**config.mk**
```make
export PLATFORM = sky130hd
export DESIGN_NAME = mmio_timer
export DESIGN_NICKNAME = d
export VERILOG_FILES = /design/src/rtl/mmio_timer.sv
export SDC_FILE = /design/constraint.sdc
export NUM_CORES = 1
export LEC_CHECK = 0
export CAP_MARGIN = 20
export CELL_PAD_IN_SITES_DETAIL_PLACEMENT = 0
export CELL_PAD_IN_SITES_GLOBAL_PLACEMENT = 1
export CORE_ASPECT_RATIO = 1.5
export CORE_MARGIN = 8
export CORE_UTILIZATION = 48
export CTS_BUF_LIST = sky130_fd_sc_hd__clkbuf_16
export DETAILED_ROUTE_END_ITERATION = 6
export PLACE_DENSITY_LB_ADDON = 0.1
export SLEW_MARGIN = 20
export SYNTH_ARGS = -nofsm -noshare
export SYNTH_HDL_FRONTEND = slang
export SYNTH_SLANG_ARGS = --single-unit
```
**constraint.sdc**
```tcl
create_clock -name clk_i -period 6.2 [get_ports clk_i]
set_input_delay 0.62 -clock clk_i [delete_from_list [all_inputs] [get_ports clk_i]]
set_output_delay 0.62 -clock clk_i [all_outputs]
set_load 0.02 [all_outputs]
```
**src/rtl/mmio_timer.sv**
```systemverilog
`default_nettype none
// ============================================================================
// Module   : mmio_timer
// Purpose  : Memory-mapped machine timer responder for the single-cycle core's
//            data-memory bus. 64-bit free-running MTIME, 64-bit MTIMECMP,
//            sticky pending flag and level interrupt. Reads are combinational,
//            writes commit on the rising clock edge.
// Ports    : clk_i     system clock, all state on rising edge
//            rst_ni    asynchronous active-low reset
//            sel_i     timer region selected by the top-level decoder
//            addr_i    byte address, addr_i[4:2] selects the register
//            wdata_i   lane-aligned write data
//            we_i      write strobe, qualified by sel_i
//            be_i      byte enables, be_i[i] gates wdata_i[8i+7:8i]
//            rdata_o   combinational read data, 0 when not selected
//            irq_o     level timer interrupt (PEND & IE)
// Config   : MMIO_TIMER_PRESCALER_EN adds the CTRL.PRESC field and prescaler
//            counter; without it MTIME ticks every cycle while EN=1.
// Revision : 1.0 - initial release
// ============================================================================
module mmio_timer #(
  parameter logic [63:0] CMP_RESET = 64'hFFFF_FFFF_FFFF_FFFF,
  parameter int unsigned PRESC_W   = 8
) (
  input  logic        clk_i,
  input  logic        rst_ni,
  input  logic        sel_i,
  input  logic [31:0] addr_i,
  input  logic [31:0] wdata_i,
  input  logic        we_i,
  input  logic [3:0]  be_i,
  output logic [31:0] rdata_o,
  output logic        irq_o
);

  localparam logic [2:0] C_OFF_MTIME_LO = 3'd0;
  localparam logic [2:0] C_OFF_MTIME_HI = 3'd1;
  localparam logic [2:0] C_OFF_CMP_LO   = 3'd2;
  localparam logic [2:0] C_OFF_CMP_HI   = 3'd3;
  localparam logic [2:0] C_OFF_CTRL     = 3'd4;
  localparam logic [2:0] C_OFF_STATUS   = 3'd5;

  // Byte-lane merge of a write into an existing 32-bit word.
  function automatic logic [31:0] merge_bytes(input logic [31:0] old_w,
                                              input logic [31:0] new_w,
                                              input logic [3:0]  be);
    logic [31:0] res;
    res = old_w;
    for (int i = 0; i < 4; i++) begin
      if (be[i]) res[8*i +: 8] = new_w[8*i +: 8];
    end
    return res;
  endfunction

  // --------------------------------------------------------------------------
  // State
  // --------------------------------------------------------------------------
  logic [63:0] mtime_q, mtime_d;
  logic [63:0] mtimecmp_q, mtimecmp_d;
  logic        en_q, en_d;
  logic        ie_q, ie_d;
  logic        pend_q, pend_d;
`ifdef MMIO_TIMER_PRESCALER_EN
  logic [PRESC_W-1:0] presc_q, presc_d;
  logic [PRESC_W-1:0] presc_cnt_q, presc_cnt_d;
`endif

  // --------------------------------------------------------------------------
  // Decode
  // --------------------------------------------------------------------------
  logic [2:0]  w_off;
  logic        w_wr;
  logic        w_wr_mtime_lo, w_wr_mtime_hi;
  logic        w_wr_cmp_lo, w_wr_cmp_hi;
  logic        w_wr_ctrl;
  logic        w_clr_pend;
  logic        w_tick;
  logic        w_match;
  logic [31:0] w_ctrl_rd;
  logic [31:0] w_ctrl_wr;
  logic        unused_addr;

  assign w_off = addr_i[4:2];
  // A write with no byte enables is treated as no write at all, so it
  // neither touches registers nor suppresses a tick or restarts the prescaler.
  assign w_wr  = sel_i & we_i & (|be_i);

  assign w_wr_mtime_lo = w_wr && (w_off == C_OFF_MTIME_LO);
  assign w_wr_mtime_hi = w_wr && (w_off == C_OFF_MTIME_HI);
  assign w_wr_cmp_lo   = w_wr && (w_off == C_OFF_CMP_LO);
  assign w_wr_cmp_hi   = w_wr && (w_off == C_OFF_CMP_HI);
  assign w_wr_ctrl     = w_wr && (w_off == C_OFF_CTRL);
  assign w_clr_pend    = w_wr && (w_off == C_OFF_STATUS) && be_i[0] && wdata_i[0];

  assign unused_addr = ^{addr_i[31:5], addr_i[1:0]};

  assign w_match = (mtime_q >= mtimecmp_q);

  // CTRL as seen on the bus; also the base for partial-byte CTRL writes.
  always_comb begin
    w_ctrl_rd    = 32'd0;
    w_ctrl_rd[0] = en_q;
    w_ctrl_rd[1] = ie_q;
`ifdef MMIO_TIMER_PRESCALER_EN
    w_ctrl_rd[8 +: PRESC_W] = presc_q;
`endif
  end

  assign w_ctrl_wr = merge_bytes(w_ctrl_rd, wdata_i, be_i);

`ifdef MMIO_TIMER_PRESCALER_EN
  assign w_tick = en_q && (presc_cnt_q == presc_q);
`else
  assign w_tick = en_q;
`endif

  // --------------------------------------------------------------------------
  // Next state
  // --------------------------------------------------------------------------
  always_comb begin
    mtime_d    = mtime_q;
    mtimecmp_d = mtimecmp_q;
    en_d       = en_q;
    ie_d       = ie_q;

    if (w_tick) mtime_d = mtime_q + 64'd1;

    // A software write to one MTIME word overrides the tick for the whole
    // counter: the written word takes the merged pre-tick value and the other
    // word holds, so no carry crosses into or out of the written word.
    if (w_wr_mtime_lo) begin
      mtime_d[31:0]  = merge_bytes(mtime_q[31:0], wdata_i, be_i);
      mtime_d[63:32] = mtime_q[63:32];
    end
    if (w_wr_mtime_hi) begin
      mtime_d[63:32] = merge_bytes(mtime_q[63:32], wdata_i, be_i);
      mtime_d[31:0]  = mtime_q[31:0];
    end

    if (w_wr_cmp_lo) mtimecmp_d[31:0]  = merge_bytes(mtimecmp_q[31:0], wdata_i, be_i);
    if (w_wr_cmp_hi) mtimecmp_d[63:32] = merge_bytes(mtimecmp_q[63:32], wdata_i, be_i);

    if (w_wr_ctrl) begin
      en_d = w_ctrl_wr[0];
      ie_d = w_ctrl_wr[1];
    end

    // Set has priority over a simultaneous clear.
    pend_d = w_match | (pend_q & ~w_clr_pend);
  end

`ifdef MMIO_TIMER_PRESCALER_EN
  always_comb begin
    presc_d     = presc_q;
    presc_cnt_d = presc_cnt_q;
    if (w_wr_ctrl) begin
      presc_d     = w_ctrl_wr[8 +: PRESC_W];
      presc_cnt_d = '0;
    end else if (en_q) begin
      presc_cnt_d = w_tick ? '0 : presc_cnt_q + 1'b1;
    end
  end
`endif

  // --------------------------------------------------------------------------
  // Registers
  // --------------------------------------------------------------------------
  always_ff @(posedge clk_i or negedge rst_ni) begin
    if (!rst_ni) begin
      mtime_q    <= 64'd0;
      mtimecmp_q <= CMP_RESET;
      en_q       <= 1'b0;
      ie_q       <= 1'b0;
      pend_q     <= 1'b0;
    end else begin
      mtime_q    <= mtime_d;
      mtimecmp_q <= mtimecmp_d;
      en_q       <= en_d;
      ie_q       <= ie_d;
      pend_q     <= pend_d;
    end
  end

`ifdef MMIO_TIMER_PRESCALER_EN
  always_ff @(posedge clk_i or negedge rst_ni) begin
    if (!rst_ni) begin
      presc_q     <= '0;
      presc_cnt_q <= '0;
    end else begin
      presc_q     <= presc_d;
      presc_cnt_q <= presc_cnt_d;
    end
  end
`endif

  // --------------------------------------------------------------------------
  // Read path and interrupt
  // --------------------------------------------------------------------------
  always_comb begin
    rdata_o = 32'd0;
    if (sel_i) begin
      case (w_off)
        C_OFF_MTIME_LO: rdata_o = mtime_q[31:0];
        C_OFF_MTIME_HI: rdata_o = mtime_q[63:32];
        C_OFF_CMP_LO:   rdata_o = mtimecmp_q[31:0];
        C_OFF_CMP_HI:   rdata_o = mtimecmp_q[63:32];
        C_OFF_CTRL:     rdata_o = w_ctrl_rd;
        C_OFF_STATUS:   rdata_o = {31'd0, pend_q};
        default:        rdata_o = 32'd0;
      endcase
    end
  end

  assign irq_o = pend_q & ie_q;

endmodule
`default_nettype wire

```
; ---- After elaboration in Yosys (flattened, before gate mapping)
; Index checks and enable logic that the tools add are counted.
; Widths: inputs -> output; s select.
[word_totals]
register_bits = 131
input_bits = 72
output_inout_bits = 33
word_cells = 80
[op_classes]
addsub = 1
magnitude_cmp = 1
eq_ne = 14
mux = 9
bitwise_logic = 7
reduce_logical = 29
[op_table]
columns = cell, n
row1 = $mux 64, 3
row2 = $pmux 32 s6, 1
row3 = $add 64x1->64 const B, 1
row4 = $ge 64x64->1, 1
row5 = $mux 32, 1
row6 = $mux 8, 4
row7 = $reduce_and 3->1, 8
row8 = $reduce_and 2->1, 9
row9 = $ne 2x2->1 const B, 8
row10 = $logic_and 1x1->1, 8
row11 = $eq 3x2->1 const B, 2
row12 = $eq 3x3->1 const B, 2
row13 = $and 1x1->1, 4
row14 = $reduce_bool 2->1, 2
row15 = $reduce_or 4->1, 1
row16 = $eq 3x1->1 const B, 1
row17 = $logic_not 3->1, 1
row18 = $ne 2x1->1 const B, 1
row19 = $not 1->1, 2
row20 = $or 1x1->1, 1

; ---- Longest topological paths before layout
; Gate-level depths: netlist of run 1.
[depth]
depth_word = 8
ltp_mapped = 9
ltp_nobuf = 7

; ---- Worst setup path after synthesis of run 1
; Ideal clock, no wire load.
[synth_path]
kind = in2reg
startpoint = in addr_i[2]
endpoint = reg mtime_q[46]
setup_ns = 0.071
arrival_time_ns = 2.623
required_ns = 6.129
path_slack_ns = 3.506
cell_stages = 6
n_path_buf = 1
cell_sequence = buf_2 or3b_2 nor3_1 a21oi_1 or4b_2 nand4_1
[synth_via]
elab_chain_cells = 4
word_cells_on_any_way = 9
cone_classes = eq/ne (3) / mux (1) / reduce/logical (5)
[synth_lines]
columns = element, line_no
row1 = from (decl), 28  ; input logic [31:0] addr_i,
row2 = $eq 3x1->1 / $logic_not 3->1 (equally long branches), "89, 88"
row3 = "$logic_and 1x1->1, on equally long branches", "89, 88"
row4 = "$ne 2x2->1 (no line), or another cell as far along", --
row5 = $reduce_and 3->1 (no line), --
row6 = to (signal assigned), 176  ; mtime_q <= mtime_d;
row7 = to (decl), 58  ; logic [63:0] mtime_q, mtime_d;
; Several ways; a longest one is shown, not always the timed one.
; A chain may end at the register's enable or synchronous reset.

; ---- Worst setup path in the final report of run 1
[layout_path]
startpoint = in addr_i[4]
endpoint = out rdata_o[17]
[layout_via]
elab_chain_cells = 3
word_cells_on_any_way = 8
cone_classes = eq/ne (5) / mux (2) / reduce/logical (1)
[layout_lines]
columns = element, line_no
row1 = "$eq 3x3->1, or another cell as far along", 202  ; case (w_off)
row2 = $pmux 32 s6 (*), 202
row3 = $mux 32 (*), 201  ; if (sel_i) begin
row4 = to (decl), 32  ; output logic [31:0] rdata_o,
; Mark *: on every way between the ends. The rest lies on a longest branch, timed or not.

==> run_results.csv, run 1 <==
group,metric,value,unit
cts,post_cts_buffers,0,
final_layout,mostFrequentLayoutCell,"nand2_1",
final_layout,final_area,11370,sq um
worst_setup_path,cp_common_cell,"clkdlybuf4s50_1",
placement,hpwlAfterDp,24560,microns
logic_synthesis,synthArstFlopShare,1.000,
placement,portBuffers,75,
placement,placed_cell_area,10770,sq um
global_routing,grt_pass1_wl,52650,microns
final_layout,finalNonFillerCells,1445,
logic_synthesis,synth_top_cell_by_area,"dfstp_2",
die,io_pins,105,
logic_synthesis,synth_area_leaders,"dfstp_2 (17%), dfrtp_1 (17%), ha_1 (8.3%), mux2_2 (7.5%), a22oi_1 (5.6%)",
final_layout,drive_gt1_frac,0.1634,
logic_synthesis,synthXorXnorAreaFrac,0,
logic_synthesis,synth-main-ff-cell,"dfrtp_1",
global_routing,grt_max_degree,73,
placement,dpl_worst_slack,1888,ps
sta,max-slew-margin-rel,0.3505,
die,rows,64,
worst_setup_path,slowest_delay,750,ps
logic_synthesis,ys_seq_area_frac,0.3426,
die,die_w,132.7,microns
worst_setup_path,worstReg2RegEnd,"mtime_q[46]$_DFFE_PN0P_",
final_layout,n_fill_cell,1894,
worst_setup_path,critPathKind,"in2out",
pwr,ir_drop,0.0001928,V
worst_setup_path,reg2regPathDepth,6,
logic_synthesis,synth_top_family_by_area,"compound AO/OA/AOI/OAI gates",
final_layout,layout.cells.most_common_list,"nand2_1 (90), a21oi_1 (86), inv_1 (83)",
worst_setup_path,cp_top_family,"buffers and inverters",
cts,cts_root_buffer,"clkbuf_16",
sta,finalCriticalPeriod,4346,ps
cts,cts_hold_buf,0,
worst_setup_path,path_cells,"clkdlybuf4s50_1 -> inv_1 -> nand2_1 -> nor2_2 -> buf_4 -> a22oi_1 -> a21oi_1 -> clkdlybuf4s50_1",
cts,cts_buffers,17,
global_routing,overflow,0,
sta,period_share,0.7010,
cts,clk_path_buf_depth,2,
logic_synthesis,ys_ff_latch,131,
placement,gp_congestion,0.9047,
die,core,20260,sq um
routing,dr.pass1.iters,5,
pwr,switchingPower,1.357,mW
worst_setup_path,r2r_setup_slack,2800,ps
flow_run,cap_violations,0,
status,status,"completed",
logic_synthesis,synthesis.nets,1267,
worst_setup_path,cp_slowest_cell,"nor2_2",
sta,finalSetupViolations,0,
sta,clock_skew,7.505,ps
routing,drt-total-wl,33530,microns
logic_synthesis,synth_warnings,0,
sta,fmax,230.1,MHz
pwr,p_clk_frac,0.292,
cts,clk-insertion-delay-late,440,ps
cts,clk_pin_slew_worst_paths,50,ps
worst_setup_path,path_max_fanout,18,
logic_synthesis,synth_edf_count,0,
pwr,swShare,0.3744,
routing,drt_iter0_markers,723,
logic_synthesis,syn_area,9802,sq um
sta,hold_violations,0,
global_routing,antenna_found_initial,0,
sta,max_slew.worst_pin.slew,965.4,ps
placement,place_inst,1413,
routing,detail_route.wl_per_cell,23.21,microns
sta,tns,0,ps
hold_path,min-delay-path-class,"in2async",
cts,cts_resized,0,
cts,cts_sinks,131,
routing,ant_nets,0,
logic_synthesis,synth-compound-area-share,0.2240,
logic_synthesis,muxShareOfSynthArea,0.08080,
routing,drc,0,
sta,finalWorstSetupSlack,1854,ps
logic_synthesis,yosys.area_share.adder,0.08297,
pwr,powerDensity,318.8,nW/um^2
cts,cts_tree,"done",
worst_setup_path,r2r_start,"mtime_q[1]$_DFFE_PN0P_",
pwr,internal-power,2.267,mW
logic_synthesis,ys_types,68,
logic_synthesis,yosys.area_share.simple,0.2092,
routing,vias,9453,
worst_setup_path,cp.arrival,3730,ps
pwr,p_comb_frac,0.319,
worst_setup_path,path_depth,8,
die,die_h,191.0,microns
pwr,cellLeakagePower,4.341,nW
pwr,p_seq_frac,0.389,
cts,h-tree-depth,4,
final_layout,n_antenna_cell,0,
logic_synthesis,syn_area_per_cell,8.674,sq um
worst_setup_path,required,5580,ps
logic_synthesis,netlist.area_leader.share,0.1716,
worst_setup_path,cp-end-kind,"output port",
worst_setup_path,start_kind,"input port",
final_layout,syn_to_final_growth,15.99,%
sta,rsz0062_at_grt,"no",
final_layout,final_nets,1305,
global_routing,grt_pass1_vias,9383,
routing,avgViaCountPerCell,6.542,
worst_setup_path,crit_buf_inv,4,
global_routing,grt_use_total,0.2658,
logic_synthesis,synth_cells,1130,
sta,slew_viol_final,0,
die,initial_core_util,0.4838,
die,dieArea,25340,sq um
registers in the layout, indices dropped and copies added, names as in the netlist:
name	cells
en_q	1
pend_q	1
mtime_q	64
mtimecmp_q	64
ie_q	1
cells in the mapped netlist, types with 3 or more instances:
cell       instances
buf_2              4
o2bb2ai_1          9
o22a_1            12
a32oi_1            3
o31ai_1            3
or3_1              6
buf_1              8
mux2_2            65
nor3b_1            3
o22ai_1            7
or4_1              8
o211ai_1          16
ha_1              65
nand4_1           48
and4_1            19
dfrtp_1           67
o2bb2a_1           3
nand2_1           90
mux2i_1            6
o311ai_0           9
a311o_1            3
nor2_1            47
a31oi_1           14
a21oi_1           86
a21o_1             9
nand4b_1           5
a22oi_1           73
inv_1             80
a22o_1             3
nor3_1            15
dfstp_2           64
nand3_1           68
o21a_1             5
a31o_2             4
and3_1            12
nor4_1            27
o21ai_0           41
clkbuf_1          63
and2_1            19
o41ai_1            4
nand3b_1           3
cell type report:
class / count / area, sq um / share of cell area
Multi-Input combinational cell: 843 / 5879 / 0.5171
Sequential cell: 131 / 3358 / 0.2954
Timing Repair Buffer: 95 / 902.1 / 0.07934
Clock buffer: 17 / 425.4 / 0.03742
Tap cell: 264 / 330.3 / 0.02905
Inverter: 80 / 300.3 / 0.02641
Clock inverter: 15 / 173.9 / 0.01530
worst max path at each step:
stage / start / to / slack (ps)
3_3_place_gp: addr_i[2] / rdata_o[17] / 1930
2_1_floorplan: addr_i[2] / mtime_q[46]$_DFFE_PN0P_ / 3510
5_1_grt: addr_i[2] / rdata_o[16] / 1720
4_1_cts: addr_i[4] / rdata_o[19] / 1890
3_5_place_dp: addr_i[2] / rdata_o[19] / 1890
6_report: addr_i[4] / rdata_o[17] / 1850
cells by family after synthesis:
| logic type | Yosys count |
|---|---|
| buf+inv | 156 |
| flops | 131 |
| simple gates | 381 |
| fa+ha+maj | 65 |
| mux | 71 |
| compound gates | 326 |
per-stage QoR:
| stage | total power [mW] | util | hold WS (ps) |
|---|---|---|---|
| floorplan | 2.134 | - | 324.4 |
| global placement | 2.543 | 0.5316 | 531.7 |
| detailed placement | 2.564 | 0.5316 | 538.7 |
| CTS | 3.634 | 0.5612 | 228.6 |
| global route | 3.846 | 0.5612 | 248.3 |
| finish | 3.624 | 0.5612 | 188.0 |
routing by layer:
metal | vias to the layer above | track usage | share of wire
met5 | - | 0 | 0
met4 | 0 | 0.1438 | 0.045
met3 | 87 | 0.04314 | 0.058
met2 | 350 | 0.4731 | 0.51
met1 | 4624 | 0.2986 | 0.39
li1 | 4392 | - | -
power by group through the flow:
| stage | registers (mW) | logic [mW] | clock network [mW] |
|---|---|---|---|
| 6_report | 1.41 | 1.16 | 1.06 |
| 5_1_grt | 1.45 | 1.29 | 1.10 |
| 4_1_cts | 1.40 | 1.16 | 1.07 |
| 3_5_place_dp | 1.42 | 1.15 | 0 |
| 2_1_floorplan | 1.29 | 0.846 | 0 |
| 3_3_place_gp | 1.41 | 1.13 | 0 |
Power figures use the tool's default switching activity.
==> inputs of run 2 (changes only) <==
CORE_UTILIZATION = 44   (was 48)
clock period = 4.5 ns   (was 6.2 ns; I/O delays follow)
==> run 2 against run 1 <==
Effect of this change: worst setup slack lost 810 ps; largest power group unchanged; final cell count is 1.8% higher; combinational power is 41% higher.
==> run_results.csv, run 2 (synthesis results as in run 1) <==
group,metric,value,unit
status,status,"completed",
placement,placed_cell_area,10890,sq um
sta,finalWorstSetupSlack,1049,ps
final_layout,final_nets,1321,
global_routing,antenna_found_initial,0,
final_layout,syn_to_final_growth,16.40,%
cts,cts_sinks,131,
routing,vias,9507,
sta,fmax,289.7,MHz
pwr,ir_drop,0.0002531,V
die,io_pins,105,
sta,clock_skew,9.321,ps
worst_setup_path,start_kind,"input port",
pwr,powerDensity,418.9,nW/um^2
global_routing,grtUsageMet3,0.03438,
worst_setup_path,worstReg2RegEnd,"pend_q$_DFF_PN0_",
worst_setup_path,cp-end-kind,"output port",
sta,max_slew.worst_pin.slew,989.5,ps
cts,clk_path_buf_depth,2,
worst_setup_path,required,4050,ps
sta,finalCriticalPeriod,3451,ps
cts,clk-insertion-delay-late,440,ps
worst_setup_path,r2r_setup_slack,1200,ps
final_layout,n_fill_cell,2199,
global_routing,use_met2,0.4461,
routing,drt_iter0_markers,817,
sta,rsz0062_at_grt,"no",
final_layout,n_antenna_cell,0,
die,rows,67,
placement,hpwlAfterDp,25420,microns
sta,finalSetupViolations,0,
pwr,p_total,4.779,mW
cts,cts_buffers,17,
final_layout,mostFrequentLayoutCell,"nand2_1",
worst_setup_path,cp.arrival,3000,ps
placement,dpl_worst_slack,954.2,ps
flow_run,cap_violations,0,
pwr,cellLeakagePower,4.374,nW
die,die_w,137.9,microns
global_routing,grt_pass1_wl,53690,microns
die,initial_core_util,0.4429,
cts,cts_root_buffer,"clkbuf_16",
placement,portBuffers,75,
die,dieArea,27410,sq um
worst_setup_path,r2r_start,"mtimecmp_q[61]$_DFFE_PN1P_",
worst_setup_path,worstSetupStartpoint,"addr_i[4]",
worst_setup_path,path_max_fanout,34,
routing,ant_nets,0,
cts,h-tree-depth,4,
final_layout,final_area,11410,sq um
final_layout,largestRegisters,"mtime_q: 64 flops, mtimecmp_q: 64 flops",
worst_setup_path,reg2regPathDepth,7,
global_routing,grt_max_degree,101,
sta,slew_viol_final,0,
die,core,22130,sq um
sta,max-slew-margin-rel,0.3403,
placement,gp_congestion,0.9157,
worst_setup_path,crit_end,"rdata_o[11]",
routing,detail_route.wl_per_cell,23.62,microns
placement,place_inst,1439,
routing,avgViaCountPerCell,6.463,
global_routing,met1_usage,0.3077,
global_routing,overflow,0,
routing,drt-total-wl,34750,microns
worst_setup_path,critPathKind,"in2out",
routing,dr.pass1.iters,7,
global_routing,grt_use_total,0.2580,
global_routing,grt.busiest_layer,"met2",
final_layout,drive_gt1_frac,0.1707,
sta,period_share,0.7670,
routing,drc,0,
die,die_h,198.8,microns
cts,cts_tree,"done",
final_layout,seqCellArea,3358,sq um
final_layout,multiInputGateArea,5879,sq um
sta,tns,0,ps
final_layout,finalNonFillerCells,1471,
cts,clk_pin_slew_worst_paths,60,ps
global_routing,grt_pass1_vias,9383,
sta,hold_violations,0,
hold_path,min-delay-path-class,"reg2reg",
final_layout,layout.cells.most_common_list,"nand2_1 (90), a21oi_1 (86), inv_1 (82)",
## run 2: how the worst min path moves through the flow
stage / startpoint / endpoint / slack, ps / cells past startpoint
floorplan: rst_ni / en_q$_DFFE_PN0P_ / 150 / 0
global placement: ie_q$_DFFE_PN0P_ / ie_q$_DFFE_PN0P_ / 530 / 1
detailed placement: ie_q$_DFFE_PN0P_ / ie_q$_DFFE_PN0P_ / 530 / 1
CTS: rst_ni / mtime_q[0]$_DFFE_PN0P_ / 200 / 1
global route: ie_q$_DFFE_PN0P_ / ie_q$_DFFE_PN0P_ / 570 / 1
finish: ie_q$_DFFE_PN0P_ / ie_q$_DFFE_PN0P_ / 550 / 1
## run 2: per-stage QoR
stage	util	hold slack (ps)
after floorplan	-	154.4
after detailed placement	0.4921	525.9
after global routing	0.5155	574.2
after CTS	0.5139	195.8
final	0.5155	548.7
after global placement	0.4921	526.7
## run 2: per-layer routing
layer / vias to the layer above / routed length [microns]
li1: 4431 / -
met4: 0 / 1373
met2: 284 / 17950
met1: 4707 / 13970
met3: 85 / 1445
met5: - / 0
## run 2: critical path, stage by stage
cell             delay (ps)
clkdlybuf4s50_1         650
inv_1                   240
nand2_1                 110
nor2_2                  100
buf_4                   430
a22oi_1                 140
a21oi_1                 220
clkdlybuf4s50_1         640
## run 2: report_power, final
part	total (mW)	switching [mW]	leakage [nW]	internal, mW
combinational	1.63	0.914	2.72	0.715
clock	1.21	0.533	0.251	0.675
sequential	1.94	0.421	1.40	1.52
total	4.78	1.87	4.37	2.91
## run 2: cell type report
class                           instances  area share
Clock inverter                         13    0.004935
Inverter                               80     0.02632
Tap cell                              276     0.03027
Multi-Input combinational cell        843      0.5153
Clock buffer                           17     0.03728
Sequential cell                       131      0.2943
Timing Repair Buffer                  111     0.09157
## run 2: what timing repair did
item,CTS,global route
hold endpoints to repair,0,23
buffers inserted,0,0
setup endpoints to repair,0,0
gates resized for setup,0,0
hold buffers,0,1
